`config.mk`:
```
export PLATFORM = sky130hd
export DESIGN_NAME = uart_resp_formatter
export DESIGN_NICKNAME = d
export VERILOG_FILES = /design/src/rtl/uart_resp_formatter.sv
export SDC_FILE = /design/constraint.sdc
export NUM_CORES = 1
export LEC_CHECK = 0
export CORE_ASPECT_RATIO = 1.5
export CORE_MARGIN = 3
export CORE_UTILIZATION = 50
export CTS_CLUSTER_SIZE = 8
export DETAILED_ROUTE_END_ITERATION = 16
export PLACE_DENSITY = 0.75
export SETUP_SLACK_MARGIN = 0.02
export SLEW_MARGIN = 20
export SYNTH_ARGS = -nofsm -noshare
export SYNTH_HDL_FRONTEND = slang
export SYNTH_SLANG_ARGS = --single-unit
```
`constraint.sdc`:
```
create_clock -name clk -period 5.25 [get_ports clk]
set_input_delay 1.575 -clock clk [delete_from_list [all_inputs] [get_ports clk]]
set_output_delay 1.575 -clock clk [all_outputs]
set_load 0.02 [all_outputs]
```
`src/rtl/uart_resp_formatter.sv`:
```
// Turns single-cycle K/D/E response pulses into a byte stream for uart_tx.
// One frame is transmitted while at most one further response waits in a pending slot.
module uart_resp_formatter #(
  parameter bit APPEND_EOL = 1'b0
) (
  input  logic       clk,
  input  logic       rst,
  input  logic       resp_ok,
  input  logic       resp_data,
  input  logic       resp_err,
  input  logic [7:0] resp_addr,
  input  logic [7:0] resp_data_byte,
  input  logic [7:0] resp_err_code,
  output logic [7:0] tx_data,
  output logic       tx_valid,
  input  logic       tx_ready,
  output logic       busy,
  output logic       drop
);

  typedef enum logic {IDLE, SEND} state_t;

  state_t          state_q, state_d;
  logic [3:0][7:0] frame_q, frame_d;
  logic [1:0]      len_q, len_d;
  logic [1:0]      idx_q, idx_d;
  logic [3:0][7:0] pend_frame_q, pend_frame_d;
  logic [1:0]      pend_len_q, pend_len_d;
  logic            pend_valid_q, pend_valid_d;
  logic            drop_q, drop_d;
  logic            busy_q, busy_d;

  logic [3:0][7:0] new_frame;
  logic [1:0]      new_len;
  logic            pulse;
  logic            last_hs;
  logic [7:0]      eol;

  always_ff @(posedge clk) begin
    if (rst) begin
      state_q      <= IDLE;
      frame_q      <= '0;
      len_q        <= '0;
      idx_q        <= '0;
      pend_frame_q <= '0;
      pend_len_q   <= '0;
      pend_valid_q <= 1'b0;
      drop_q       <= 1'b0;
      busy_q       <= 1'b0;
    end else begin
      state_q      <= state_d;
      frame_q      <= frame_d;
      len_q        <= len_d;
      idx_q        <= idx_d;
      pend_frame_q <= pend_frame_d;
      pend_len_q   <= pend_len_d;
      pend_valid_q <= pend_valid_d;
      drop_q       <= drop_d;
      busy_q       <= busy_d;
    end
  end

  // Frame built from the pulse in priority order err > data > ok; len holds length-1.
  always_comb begin
    eol       = APPEND_EOL ? 8'h0A : 8'h00;
    new_frame = '0;
    new_len   = 2'd0;
    if (resp_err) begin
      new_frame = {8'h00, eol, resp_err_code, 8'h45};
      new_len   = APPEND_EOL ? 2'd2 : 2'd1;
    end else if (resp_data) begin
      new_frame = {eol, resp_data_byte, resp_addr, 8'h44};
      new_len   = APPEND_EOL ? 2'd3 : 2'd2;
    end else if (resp_ok) begin
      new_frame = {8'h00, eol, resp_addr, 8'h4B};
      new_len   = APPEND_EOL ? 2'd2 : 2'd1;
    end
  end

  always_comb begin
    pulse        = resp_ok | resp_data | resp_err;
    last_hs      = tx_ready && (idx_q == len_q);
    state_d      = state_q;
    frame_d      = frame_q;
    len_d        = len_q;
    idx_d        = idx_q;
    pend_frame_d = pend_frame_q;
    pend_len_d   = pend_len_q;
    pend_valid_d = pend_valid_q;
    drop_d       = 1'b0;
    case (state_q)
      IDLE: begin
        if (pulse) begin
          frame_d = new_frame;
          len_d   = new_len;
          idx_d   = 2'd0;
          state_d = SEND;
        end
      end
      SEND: begin
        if (last_hs) begin
          // The pending slot is still occupied this cycle, so a coincident pulse overflows.
          if (pend_valid_q) begin
            frame_d      = pend_frame_q;
            len_d        = pend_len_q;
            idx_d        = 2'd0;
            pend_valid_d = 1'b0;
            drop_d       = pulse;
          end else if (pulse) begin
            frame_d = new_frame;
            len_d   = new_len;
            idx_d   = 2'd0;
          end else begin
            idx_d   = 2'd0;
            state_d = IDLE;
          end
        end else begin
          if (tx_ready) begin
            idx_d = idx_q + 2'd1;
          end
          if (pulse) begin
            if (pend_valid_q) begin
              drop_d = 1'b1;
            end else begin
              pend_frame_d = new_frame;
              pend_len_d   = new_len;
              pend_valid_d = 1'b1;
            end
          end
        end
      end
      default: state_d = IDLE;
    endcase
    busy_d = (state_d == SEND) || pend_valid_d;
  end

  always_comb begin
    tx_valid = (state_q == SEND);
    tx_data  = (state_q == SEND) ? frame_q[idx_q] : 8'h00;
    busy     = busy_q;
    drop     = drop_q;
  end

endmodule

```
After elaboration in Yosys (flattened, before gate mapping)
Index checks and enable logic that the tools add are counted.

Bits in registers: 74. Bits in latches: 0. Bits in writable memories: 0. Memory bits (read-only): 0. Bits of input ports: 30. Memories kept: 0.

$add $sub $neg: 1. $mul: 0. Div/mod/pow operators: 0. $lt $le $gt $ge: 1. Eq/ne operators: 4. Shifts and indexed selects: 0. Muxes and demuxes: 32. Bitwise gates (word level): 5. Reduce and logical (&&, ||, !) cells: 5.

Operators by type and width (number): two-way mux 32 bit (3); one-hot mux 32 bit (2 select lines) (1); two-way mux 24 bit (2); binary-select mux 8 bit (select 2 bit) (1); two-way mux 16 bit (1); two-way mux 2 bit (8); two-way mux 8 bit (2); two-way mux 1 bit (11); one-hot mux 2 bit (2 select lines) (2); AND reduction 4 bit (1); less-than comparator 2 x 3 -> 1 bit (second input constant) (1); inequality test 3 x 2 -> 1 bit (second input constant) (1); NOT 1 bit (3); adder 2 x 1 -> 2 bit (second input constant) (1); == test 2 bit (1); inequality test 2 x 1 -> 1 bit (second input constant) (1); inequality test 2 bit (second input constant) (1); bitwise OR 1 bit (2); one-hot mux 1 bit (2 select lines) (1); AND reduction 2 bit (1); OR reduction 2 bit (1); logical AND 1 bit (1); logical OR 1 bit (1).

Logic depth before layout (Yosys ltp)
Gate-level depths: netlist of the first run.

Word-level depth: 7. Depth in mapped cells: 7. Gate-level depth less buffers: 4.

Least setup slack after synthesis of the first run
Ideal clock, no wire load.

Kind: reg2out. Start: register idx_q[1]. End: output port tx_data[0]. Data arrival time: 1354 ps. Data required time: 3675 ps. Slack: 2321 ps. Cell stages (with the launch flop): 4. Path buffers: 1. Path through: dfxtp_1 -> buf_2 -> mux4_2 -> and2_1.

Cells in the longest elaborated chain, start to end: 3.

RTL lines: start: declaration (RTL line 26) `logic [1:0] idx_q, idx_d;`; start signal: assignment (RTL line 54) `idx_q <= idx_d;`; binary-select mux 8 bit (select 2 bit) (RTL line 139) `tx_data = (state_q == SEND) ? frame_q[idx_q] : 8'h00;`; two-way mux 8 bit (not written as such) (RTL line 139); two-way mux 8 bit (RTL line 139); end: declaration (RTL line 14) `output logic [7:0] tx_data,`.

No other way between the ends. The select of a mux whose other input is x is not followed.

Worst setup path after layout of the first run
Start: register idx_q[1]. End: output port tx_data[2].

Same word-level chain as after synthesis.

==> results.toml, run 1 <==
[setup_path]
arrival_ps = 2430
critical_path_class = "flop to primary output"
path_buf_inv = 1
crit_family = "flip-flops"
max_stage_delay_ps = 790
worstSetupStartpointType = "flop"
r2r_slack_ps = 2710
reg2reg_depth = 5
r2r_end = "frame_q[25]$_SDFFE_PP0P_"
required_ps = 3680
r2r_start = "tx_valid$_SDFF_PP0_"
cp-end-kind = "primary output"
crit_chain = "mux4_2 -> and2_1 -> clkdlybuf4s50_1"
path_max_fanout = 11
slowest_stage = "dfxtp_1"

[finish]
synthToLayoutAreaGrowth_pct = 20.9
fillers = 470
diodes = 0
final_cell_mix = "dfxtp_1 (61), a21oi_1 (45), clkdlybuf4s50_1 (40)"
final_common_cell = "dfxtp_1"
fin_nets = 376
postLayoutCoreUtil = 0.629
final_area_mm2 = 0.00345
stdcell_count = 420
final_layout_size_suffix_gt1_frac = 0.106

[global_routing]
track_usage = 0.216
first_global_vias = 2354
grt_max_degree = 42
groute.layer.met3.usage = 0.0616
busiest_layer = "met2"
use_met1 = 0.274
overflow = 0
grt_antenna_before_repair = 0
use_met2 = 0.324
grt_pass1_wl_um = 10900

[route]
num_vias = 2487
drtPass1Iterations = 4
drtIter0Drc = 171
via_per_inst = 5.92
antenna_left = 0
post-route-drc-count = 0
wl_per_cell_um = 15.8
drt_wl_total_um = 6620

[timing]
holdWs_ps = 455
hold_viol_final = 0
setup_tns_ps = 0
finClkSkew_ps = 10.4
max_freq_mhz = 249
fin_crit_sh = 0.763
period_needed_ps = 4010
setup_violations = 0
drv_slew = 0
relSlewSlack = 0.380
worst_slew_pin_slew_ps = 931
rsz0062_at_grt = "false"

[synthesis]
syn-cell-area_mm2 = 0.00286
yosysUniqueCellTypes = 38
synth-seq-cells = 61
synthXorXnorAreaFrac = 0.0114
yosys.area_share.simple = 0.192
async_flop_share = 0
netlist_instances = 318
synth_fa_ha_area_frac = 0
synth_area_leaders = "dfxtp_1 (43%), a21oi_1 (7.9%), mux4_2 (6.3%)"
synthFlopType = "dfxtp_1"
synth_top_family_by_area = "compound AO/OA/AOI/OAI gates"
synth_top_area_frac = 0.428
syn_avg_cell_area_um2 = 8.98
syn_nets = 348
ys_warn_count = 0
yosys.area.top_type = "dfxtp_1"
synth_enable_flop_cells = 0
synth-compound-area-share = 0.239
yosysSeqAreaShare = 0.428
synthMuxAreaShare = 0.0701

[place]
routabilityCongestion = 0.825
dp_hpwl_um = 4550
io_buffer_count = 40
post_dp_cell_area_mm2 = 0.00324
dp_cells = 405

[clocking]
cts_made_buffers = 9
cts_hold_buf = 0
postCtsSetupRepairBufs = 0
clock_latency_ps = 340
cts_root_buf = "clkbuf_8"
cts_resized = 0
htree_levels = 3
clk_path_buf_depth = 2
clock_sinks = 61
cts_tree = "yes"
clk_pin_slew_ps = 70

[pwr]
pwr_density_cell_mw_per_mm2 = 329
p_leak_nw = 1.23
ir_drop_mv = 0.184

[floorplanning]
dieArea_mm2 = 0.00667
core-area_mm2 = 0.00549
dieWidth_um = 67.7
num_rows = 33
fp.dieH_um = 98.6
boundaryPins = 41
initial_core_util = 0.520

[min_path]
holdPathStages = 2
min_from = "frame_q[0]$_SDFFE_PP0P_"
min_path_type = "flop to flop"
whs_endpoint = "frame_q[0]$_SDFFE_PP0P_"

[run_status]
outcome = "completed"

[job]
max_cap_viol_count = 0
-- registers in the layout, indices dropped and copies added, names as in the netlist --
name and flops:
pend_valid_q 1, busy 1, tx_valid 1, drop 1, pend_len_q 2, idx_q 2, len_q 2, frame_q 32
pend_frame_q 19
-- tightest hold or removal path: stages (launching register included) --
cell	delay (ps)
dfxtp_1	320
inv_1	50
a21oi_1	50
-- routing by layer --
layer	wire length (µm)	share of wire	vias to the layer above
li1	-	-	1217
met1	2800	0.42	1160
met2	3260	0.49	94
met3	358	0.054	16
met4	204	0.031	0
met5	0	0	-
-- Yosys cell counts, types with 2 or more instances --
library cell	n
a211oi_1	10
a21oi_1	45
and2_1	20
buf_2	10
buf_4	4
buf_6	2
clkbuf_1	13
dfxtp_1	61
inv_1	4
mux2i_1	2
mux4_2	8
nand2_1	16
nand2b_1	2
nand3b_1	8
nor2_1	15
nor2b_1	3
nor3_1	21
o21a_1	2
o21ai_0	27
o22ai_1	8
o2bb2ai_1	10
or3_1	10
xor2_2	2
-- cells by family (layout without fill, tap and decap cells) --
kind of cell,count (synthesis),count (layout)
muxes,10,10
xor gates and xnor gates,2,2
DFF,61,61
buffers and inverters,34,66
and+or+nand+nor,99,99
AOI/OAI and AO/OA,112,112
-- power by group --
part	internal, mW	switching [mW]
combinational	0.0781	0.0976
clock	0.264	0.185
sequential	0.491	0.0217
total	0.833	0.304
-- cell type report --
| cell class | instances | area (µm²) | area share |
|---|---|---|---|
| well taps | 70 | 87.6 | 0.0254 |
| clock buffers | 9 | 124 | 0.0359 |
| multi-input cells | 223 | 1470 | 0.424 |
| flip-flops and latches | 61 | 1220 | 0.353 |
| repair buffers | 47 | 453 | 0.131 |
| inverters | 4 | 15.0 | 0.00435 |
| clock inverters | 6 | 88.8 | 0.0257 |
-- worst max path at each step --
stage / from / to / slack (ps) / depth (start not counted)
5_1_grt: idx_q[1]$_SDFFE_PP0P_ / tx_data[2] / 1120 / 3
3_5_place_dp: resp_err / pend_len_q[1]$_SDFFE_PP0P_ / 1390 / 5
6_report: idx_q[1]$_SDFFE_PP0P_ / tx_data[2] / 1240 / 3
3_3_place_gp: resp_err / pend_len_q[1]$_SDFFE_PP0P_ / 1490 / 5
4_1_cts: idx_q[1]$_SDFFE_PP0P_ / tx_data[2] / 1190 / 3
2_1_floorplan: idx_q[1]$_SDFFE_PP0P_ / tx_data[0] / 2320 / 3
-- metrics by stage --
step | setup WS [ps] | power [mW]
finish | 1240 | 1.14
global route | 1120 | 1.19
CTS | 1190 | 1.14
detailed placement | 1390 | 0.697
global placement | 1490 | 0.693
floorplan | 2320 | 0.641
No activity file was read; power rests on OpenSTA's default activity.
==> run 2, diff against run 1 <==
==> constraint.sdc (replaced) <==
create_clock -name clk -period 3.8 [get_ports clk]
set_input_delay 1.14 -clock clk [delete_from_list [all_inputs] [get_ports clk]]
set_output_delay 1.14 -clock clk [all_outputs]
set_load 0.02 [all_outputs]
==> run 2 against run 1 <==
Compared with the run above: die area is the same; first-iteration DRC count shrank 27%; worst setup slack lost 930 ps; global-route usage grew 0.18 points; sequential cell count is the same; utilization shrank 0.18 points; power grew 31%; sequential share of layout area grew 0.10 points; final area shrank 0.29%; critical path type unchanged.
==> results.toml, run 2 (synthesis gave the netlist of run 1 again) <==
[clocking]
cts_hold_buf = 0
cts_root_buf = "clkbuf_8"
clk_path_buf_depth = 2
cts_made_buffers = 9
clock_sinks = 61
clk_pin_slew_ps = 60
cts_resized = 0
clock_latency_ps = 330
htree_levels = 3
cts_tree = "yes"
postCtsSetupRepairBufs = 0

[finish]
final_cell_mix = "dfxtp_1 (61), a21oi_1 (45), clkdlybuf4s50_1 (40)"
synthToLayoutAreaGrowth_pct = 20.6
fin_nets = 379
top_register = "frame_q"
final_area_mm2 = 0.00344
final_common_cell = "dfxtp_1"
final_layout_size_suffix_gt1_frac = 0.105
reg.largest.list = "frame_q (32), pend_frame_q (19)"
diodes = 0
stdcell_count = 422
largest_reg_flops = 32
postLayoutCoreUtil = 0.627

[setup_path]
max_stage_delay_ps = 720
required_ps = 2660
slowest_stage = "dfxtp_1"
crit_chain = "mux4_2 -> and2_1 -> clkdlybuf4s50_1"
worstSetupStartpointType = "flop"
arrival_ps = 2340
path_max_fanout = 9
r2r_slack_ps = 1370
critical_path_class = "flop to primary output"
cp-end-kind = "primary output"

[pwr]
seqPwrFrac = 0.477
pwr-share-comb = 0.163
ir_drop_mv = 0.319
power_switching_uw = 385
switching_share = 0.259
pwr-share-clk = 0.360
p_leak_nw = 1.23
pwr_density_cell_mw_per_mm2 = 432
intPower_mw = 1.10

[timing]
relSlewSlack = 0.475
setup_violations = 0
period_needed_ps = 3480
worst_slew_pin_slew_ps = 785
drv_slew = 0
max_freq_mhz = 287
finClkSkew_ps = 6.06
fin_crit_sh = 0.917
holdWs_ps = 454
setup_tns_ps = 0
hold_viol_final = 0
rsz0062_at_grt = "false"

[floorplanning]
dieArea_mm2 = 0.00667
num_rows = 33
dieWidth_um = 67.7
core-area_mm2 = 0.00549
fp.dieH_um = 98.6
initial_core_util = 0.520
boundaryPins = 41

[global_routing]
grt_pass1_wl_um = 11100
grt_antenna_before_repair = 0
overflow = 0
track_usage = 0.218
grt_max_degree = 36
first_global_vias = 2461

[run_status]
outcome = "completed"

[place]
dp_hpwl_um = 4550
dp_cells = 408
io_buffer_count = 40
post_dp_cell_area_mm2 = 0.00326
routabilityCongestion = 0.857

[route]
num_vias = 2444
antenna_left = 0
via_per_inst = 5.79
drtPass1Iterations = 4
drtIter0Drc = 125
post-route-drc-count = 0
drt_wl_total_um = 6490
wl_per_cell_um = 15.4

[job]
max_cap_viol_count = 0

[min_path]
min_path_type = "flop to flop"
[run 2: final timing paths]
path	from	endpoint	depth (start not counted)
worst max-delay path	idx_q[1]$_SDFFE_PP0P_	tx_data[6]	3
worst min-delay path	frame_q[31]$_SDFFE_PP0P_	frame_q[31]$_SDFFE_PP0P_	1
worst max register to register	tx_valid$_SDFF_PP0_	frame_q[25]$_SDFFE_PP0P_	5
worst min register to register	frame_q[31]$_SDFFE_PP0P_	frame_q[31]$_SDFFE_PP0P_	1
[run 2: metal layers]
metal / GRT usage / routed length [µm] / vias up / part of all wire
met5: 0 / 0 / - / 0
met4: 0.100 / 196 / 0 / 0.030
met3: 0.0547 / 295 / 20 / 0.045
met2: 0.367 / 3310 / 68 / 0.51
met1: 0.251 / 2690 / 1141 / 0.41
li1: - / - / 1215 / -
[run 2: area by class of cell]
cell class,count,area [µm²]
Fill cell,472,2050
Multi-Input combinational cell,223,1470
Sequential cell,61,1220
Timing Repair Buffer,50,475
Clock buffer,12,145
Tap cell,70,87.6
Clock inverter,2,35.0
Inverter,4,15.0
[run 2: per-stage QoR]
step                power, mW  worst slack (ps)
floorplan               0.885              1310
detailed placement      0.965               650
CTS                      1.50               279
finish                   1.49               316
global route             1.56               212
global placement        0.960               672
[run 2: worst max-delay path: cells and delay by family (launching register included)]
kind	cells	cell delay, ps
AND/OR/NAND/NOR	1	170
multiplexers	1	590
flip-flops	1	720
buffers and inverters	1	530
[run 2: power groups by stage]
stage | clock, mW | combinational, mW | sequential [mW]
5_1_grt | 0.571 | 0.270 | 0.714
3_5_place_dp | 0 | 0.242 | 0.723
6_report | 0.535 | 0.242 | 0.710
2_1_floorplan | 0 | 0.174 | 0.711
3_3_place_gp | 0 | 0.238 | 0.722
4_1_cts | 0.543 | 0.243 | 0.710
